**config.mk**
```make
export PLATFORM = sky130hd
export DESIGN_NAME = regfile_writeback_arbiter
export DESIGN_NICKNAME = d
export VERILOG_FILES = /design/src/rtl/regfile_writeback_arbiter.sv
export SDC_FILE = /design/constraint.sdc
export NUM_CORES = 1
export LEC_CHECK = 0
export ABC_AREA = 1
export BUFFER_PORTS_ARGS = -buffer_cell sky130_fd_sc_hd__buf_2
export CORE_UTILIZATION = 55
export DETAILED_ROUTE_END_ITERATION = 10
export GPL_TIMING_DRIVEN = 0
export PLACE_DENSITY = 0.78
export SLEW_MARGIN = 20
export SYNTH_ARGS = -nofsm -noshare
export SYNTH_HDL_FRONTEND = slang
export SYNTH_SLANG_ARGS = --single-unit
```
**constraint.sdc**
```tcl
create_clock -name clk -period 5.55 [get_ports clk]
set_input_delay 1.11 -clock clk [delete_from_list [all_inputs] [get_ports clk]]
set_output_delay 1.11 -clock clk [all_outputs]
set_load 0.005 [all_outputs]
```
**src/rtl/regfile_writeback_arbiter.sv**
```systemverilog
// regfile_writeback_arbiter: merges ALU and buffered long-op results onto the register file
// write port and tracks outstanding long-op destinations for decode hazard detection.
module regfile_writeback_arbiter #(
    parameter int DWIDTH     = 32,
    parameter int FIFO_DEPTH = 4
) (
    input  logic                            clk,
    input  logic                            rst,
    input  logic                            issue_valid_i,
    input  logic                            issue_long_i,
    input  logic [4:0]                      issue_rd_i,
    input  logic [4:0]                      rs1_i,
    input  logic [4:0]                      rs2_i,
    output logic                            hazard_o,
    input  logic                            alu_valid_i,
    output logic                            alu_ready_o,
    input  logic [4:0]                      alu_rd_i,
    input  logic [DWIDTH-1:0]               alu_data_i,
    input  logic                            lsu_valid_i,
    output logic                            lsu_ready_o,
    input  logic [4:0]                      lsu_rd_i,
    input  logic [DWIDTH-1:0]               lsu_data_i,
    output logic [4:0]                      rd_o,
    output logic [DWIDTH-1:0]               datawb_o,
    output logic                            regwren_o,
    output logic [31:0]                     busy_o,
    output logic [$clog2(FIFO_DEPTH):0]     fifo_count_o
);
    localparam int AW = $clog2(FIFO_DEPTH);
    localparam int CW = AW + 1;

    logic [4:0]        mem_rd_q   [FIFO_DEPTH];
    logic [DWIDTH-1:0] mem_data_q [FIFO_DEPTH];
    logic [AW-1:0]     wr_ptr_q, wr_ptr_d, rd_ptr_q, rd_ptr_d;
    logic [CW-1:0]     count_q, count_d;
    logic [31:0]       busy_q, busy_d;
    logic [4:0]        rd_q, rd_d;
    logic [DWIDTH-1:0] data_q, data_d;
    logic              wren_q, wren_d;
    logic              full, push, pop, win;
    logic [4:0]        win_rd;
    logic [DWIDTH-1:0] win_data;

    always_comb begin
        full     = count_q == CW'(FIFO_DEPTH);
        push     = lsu_valid_i & !full;
        // a full FIFO takes the port so the long-op path can never deadlock
        pop      = full | (!alu_valid_i & (count_q != '0));
        win      = pop | alu_valid_i;
        win_rd   = pop ? mem_rd_q[rd_ptr_q] : alu_rd_i;
        win_data = pop ? mem_data_q[rd_ptr_q] : alu_data_i;
        hazard_o = issue_valid_i & (busy_q[rs1_i] | busy_q[rs2_i] | busy_q[issue_rd_i]);
        wren_d   = win & (win_rd != 5'd0);
        rd_d     = wren_d ? win_rd : rd_q;
        data_d   = wren_d ? win_data : data_q;
        wr_ptr_d = wr_ptr_q + AW'(push);
        rd_ptr_d = rd_ptr_q + AW'(pop);
        count_d  = count_q + CW'(push) - CW'(pop);
        busy_d   = busy_q;
        if (pop)
            busy_d[win_rd] = 1'b0;
        if (issue_valid_i & issue_long_i & (issue_rd_i != 5'd0) & !hazard_o)
            busy_d[issue_rd_i] = 1'b1;
    end

    always_ff @(posedge clk) begin
        if (rst) begin
            wr_ptr_q <= '0;
            rd_ptr_q <= '0;
            count_q  <= '0;
            busy_q   <= '0;
            rd_q     <= '0;
            data_q   <= '0;
            wren_q   <= 1'b0;
        end else begin
            wr_ptr_q <= wr_ptr_d;
            rd_ptr_q <= rd_ptr_d;
            count_q  <= count_d;
            busy_q   <= busy_d;
            rd_q     <= rd_d;
            data_q   <= data_d;
            wren_q   <= wren_d;
        end
    end

    always_ff @(posedge clk) begin
        if (push) begin
            mem_rd_q[wr_ptr_q]   <= lsu_rd_i;
            mem_data_q[wr_ptr_q] <= lsu_data_i;
        end
    end

    assign alu_ready_o  = !full;
    assign lsu_ready_o  = !full;
    assign rd_o         = rd_q;
    assign datawb_o     = data_q;
    assign regwren_o    = wren_q;
    assign busy_o       = busy_q;
    assign fifo_count_o = count_q;
endmodule

```
# After elaboration in Yosys (flattened, before gate mapping)
# Memory sizes are Yosys's and may differ from the RTL's. A register that Yosys moved wholly into a read port is not among the register bits.
# Cells that the tools add are included.
[op_classes]
multipliers = 0
muxes = 18
n_reduce_logical = 8
n_bitwise = 14
n_lt_le_gt_ge = 6
div_mod_pow = 0
n_addsub = 4
shift = 0
eq_ne = 1
[op_table]
columns = ["cell", "count"]
rows = [
  ["$mux W32", 3],
  ["$and A32 B32 Y32", 1],
  ["$not A32 Y32", 1],
  ["$or A32 B32 Y32", 1],
  ["$lt A5 B6 Y1 const B", 4],
  ["$bmux W1 S5", 3],
  ["$demux W1 S5", 2],
  ["$ge A5 B1 Y1 const B", 2],
  ["$reduce_bool A5 Y1", 2],
  ["$and A1 B1 Y1", 7],
  ["$mux W1", 7],
  ["$mux W5", 1],
  ["$add A2 B1 Y2", 2],
  ["$mux W2", 2],
  ["$or A1 B1 Y1", 4],
  ["$add A3 B1 Y3", 1],
  ["$eq A3 B3 Y1 const B", 1],
  ["$logic_not A1 Y1", 3],
  ["$reduce_bool A3 Y1", 1],
  ["$sub A3 B1 Y3", 1],
  ["$logic_and A1 B1 Y1", 2],
]
[totals]
latch_bits = 0
input_bits = 95
ramBits = 148
mem_count = 2
output_inout_bits = 76
romBits = 0
register_bits = 77
[memory_table]
columns = ["name", "words", "word_bits", "read_ports", "rd_ports_with_merged_regs", "wr", "line", "text"]
rows = [
  ["mem_data_q", 4, 32, 1, 1, 1, "33", "logic [DWIDTH-1:0] mem_data_q [FIFO_DEPTH];"],
  ["mem_rd_q", 4, 5, 1, 1, 1, "32", "logic [4:0] mem_rd_q [FIFO_DEPTH];"],
]

# Logic depth before layout (Yosys ltp)
[logic_depth]
depth_word = 13
mapped_depth = 15

# Worst setup path before layout
# OpenSTA, ideal clock, no wires.
[synth_path]
path_type = "input -> register"
start = "input port lsu_valid_i"
end = "memory mem_data_q[0][0] (enable)"
setup_time_ns = 0.478
arrival_time_ns = 3.776
cell_stages = 2
path_slack_ns = 1.297
cell_sequence = "nand2_1 -> nor3_1"
[synth_between]
elab_chain_len = 3
[synth_rtl]
columns = ["element", "line", "text"]
rows = [
  ["start: declaration", "19", "input logic lsu_valid_i,"],
  ["$and A1 B1 Y1", "46", "push = lsu_valid_i & !full;"],
  ["$mux W1", "87", "if (push) begin"],
  ["$mux W1 (implied by the code)", "89", "mem_data_q[wr_ptr_q] <= lsu_data_i;"],
  ["end: declaration", "33", ""],
]
# No other way between the ends.

# Worst setup path in the final report
[layout_path]
start = "input port rs2_i[1]"
end = "output port hazard_o"
[layout_between]
elab_chain_len = 5
[layout_rtl]
columns = ["element", "line", "text"]
rows = [
  ["start: declaration", "13", "input logic [4:0] rs2_i,"],
  ["$bmux W1 S5", "52", "hazard_o = issue_valid_i & (busy_q[rs1_i] | busy_q[rs2_i] | busy_q[issue_rd_i]);"],
  ["$mux W1 (implied by the code)", "52", ""],
  ["$or A1 B1 Y1 (2 in a row)", "52", ""],
  ["$and A1 B1 Y1", "52", ""],
  ["end: declaration", "14", "output logic hazard_o,"],
]
# No other way between the ends. The select of a mux whose other input is x is not followed.

==> key figures <==
Status
  – Status: finished clean

CTS
  – Clk buf depth: 3
  – H-tree depth: 1
  – CTS tree: yes
  – Clk pin slew, worst setup/hold paths: 0.06 ns
  – Post-CTS Resized: 0
  – Worst skew pair latency: 0.53 ns
  – Clk sink count: 225
  – Hold buffer count at CTS: 0
  – Clock Tree Root: clkbuf_16
  – Cts bufs inserted: 23
  – Postcts setup bufs: 0

GRT
  – Largest net degree at the start of global routing: 16
  – GRT Overall Usage: ~30%
  – Initial antenna violation count: 1
  – GRT overflow: 0
  – First-pass GRT wire length: 42700 um
  – Vias in the first global route: approximately 8500

Route
  – WL/cell: 18.1 um
  – Iter 0 DRT Violations: around 690
  – DRT Pass-1 Iters: 5
  – Via count: 9015
  – Via density: 5.73
  – Post-Route WL: around 28000 um
  – Antenna-violating nets left: 0
  – DRC Markers: 0

Setup path
  – Startpoint Class: input port
  – CP max FO: 10
  – Crit path cell chain: clkbuf_1 > inv_1 > nand3_1 > nand2_1 > a21oi_1 > nand2_1 > nand3_1 > nand2_1 > nor2_2 > buf_4 > a21boi_0 > buf_2
  – CP arrival: 2.98 ns
  – CP max stage delay: around 0.37 ns
  – CP Capture Type: output pin
  – CP Data Required Time: 4.44 ns
  – CP max stage cell: clkbuf_1
  – Critical path class: input port to output pin
  – Crit-path most repeated cell: nand2_1

Synthesis
  – Ys Warns: 0
  – Synthesized Nets: 1218
  – Biggest area consumer among synthesized cells: edfxtp_1
  – Yosys reg bits: 225
  – Synth top area share: around 44%
  – Sequential area share after synthesis: 59.0%
  – Largest cells by area after synthesis: edfxtp_1 (44%), dfxtp_1 (15%), nor2_1 (7.5%)
  – Synth Instances: 1118
  – Synthesized area: 0.0102 mm2
  – Yosys cell types: 34
  – Average cell area after synthesis: 9.08 um2

Timing
  – Setup slack after layout: ~1.5 ns
  – Clock skew: 0.0162 ns
  – Achievable frequency: 244 MHz
  – Slew HR: 47.5%
  – Pin slew with the least headroom to its limit: 0.783 ns
  – Final worst path period need: between 4 and 5 ns
  – Final period utilization: 73.7%
  – Max-slew violation count: 0
  – Hold WS: roughly 0.48 ns
  – Final Hold Fails: 0
  – Fin Setup TNS: 0 ns
  – Final setup violation count: 0
  – RSZ-0062 raised after global routing: no

Run
  – # Max-Cap Violations: 0

Finish
  – Fin cells: 1573
  – Commonest non-fill, non-tap cell in the layout: nor2_1
  – Post-route cell area: around 0.012 mm2
  – Fill cells: 1398
  – Most frequent cells in the layout: nor2_1 (204), nand2_1 (185), buf_2 (182)
  – Syn-to-layout area delta: 21.2%
  – Nets: 1427
  – Layout cell share with drive strength beyond 1: 20.2%
  – Diode count: 0

Floorplan
  – Cell Rows: 49
  – I/O Pins: 171
  – Die X: around 140 um
  – Die area: roughly 0.019 mm2
  – Core Region: 0.0180 mm2
  – Initial Util: 56.3%
  – Die height: 138 um

Power and ir drop
  – LEAKAGE: 5.13 nW
  – Worst vdd ir: between 300 and 400 uV
  – Power Dens Cells: 454 mW/mm2

Placed design
  – IO Port Bufs: 165
  – Final GP Congestion: around 0.95
  – Dpl hpwl: 20400 um
  – Placed Cells: 1531
  – Dpl ws: 1.54 ns
  – Post-place instance area: 0.0115 mm2

Min path
  – Hold Path Class: flip-flop to flip-flop
==> Yosys cell counts (all sizes together) <==
master,number
a21boi,2
a21oi,42
a22oi,4
buf,35
clkbuf,34
clkinv,1
dfxtp,77
edfxtp,148
fa,1
ha,4
inv,84
nand2,187
nand3,53
nand4,31
nor2,206
nor3,12
o211ai,2
o21ai,151
o21bai,2
o221ai,32
o22ai,7
xnor2,2
xor2,1
==> metal layers <==
| metal | GRT usage (%) | share of wire (%) | up-vias |
|---|---|---|---|
| met1 | 37.2 | 40 | 4209 |
| li1 | - | - | 4264 |
| met3 | 5.48 | 8.5 | 73 |
| met5 | 0 | 0.046 | - |
| met4 | 11.7 | 2.9 | 2 |
| met2 | 50.6 | 48 | 467 |
==> critical path, delay by kind of cell <==
kind	cells	cell delay (ns)
buf+inv	4	1.01
compound gates	2	0.21
simple gates	6	0.64
==> layout make-up <==
class                   instances  area [um2]  area share, %
clock inverters                17         260           2.11
inverters                      85         319           2.59
plain buffers                  69         348           2.83
multi-input cells             739        3520           28.6
clock buffers                  25         593           4.82
well taps                     229         287           2.33
repair buffers                184         995           8.08
flip-flops and latches        225        5990           48.6
==> cell families (layout without fill, tap and decap cells) <==
kind of cell | after synthesis | after routing | synth area share [%]
AND/OR/NAND/NOR | 489 | 489 | 19.8
XOR/XNOR | 3 | 3 | 0.259
AO/OA/AOI/OAI | 242 | 242 | 13.7
flip-flops | 225 | 225 | 59.0
buffers and inverters | 154 | 380 | 6.57
adder cells (fa/ha/maj) | 5 | 5 | 0.690
==> through the flow <==
stage | utilization, % | power [mW]
4_1_cts | 68.3 | 5.58
3_3_place_gp | 62.5 | 3.79
5_1_grt | 68.3 | 5.86
6_report | 68.3 | 5.59
2_1_floorplan | - | 3.23
3_5_place_dp | 63.5 | 3.87
==> state kept, by name (all words and copies together) (netlist names) <==
signal,count
mem_data_q,128
busy_o,32
datawb_o,32
mem_rd_q,20
rd_o,5
fifo_count_o,3
rd_ptr_q,2
wr_ptr_q,2
regwren_o,1
==> power by group <==
group | total, mW | internal, mW | switching, mW
Combinational | 1.72 | 0.560 | 1.16
Sequential | 2.14 | 2.04 | 0.103
Clock | 1.72 | 1.06 | 0.661
Total | 5.59 | 3.66 | 1.93
==> path summary, 6_finish.rpt <==
check,start,to,slack [ns],cells past startpoint
worst max-delay path,rs2_i[1],hazard_o,1.46,12
worst min-delay path,datawb_o[7],datawb_o[7],0.48,2
worst max register to register,fifo_count_o[1],fifo_count_o[2],2.56,13
worst min register to register,datawb_o[7],datawb_o[7],0.48,2
Power figures use the tool's default switching activity.
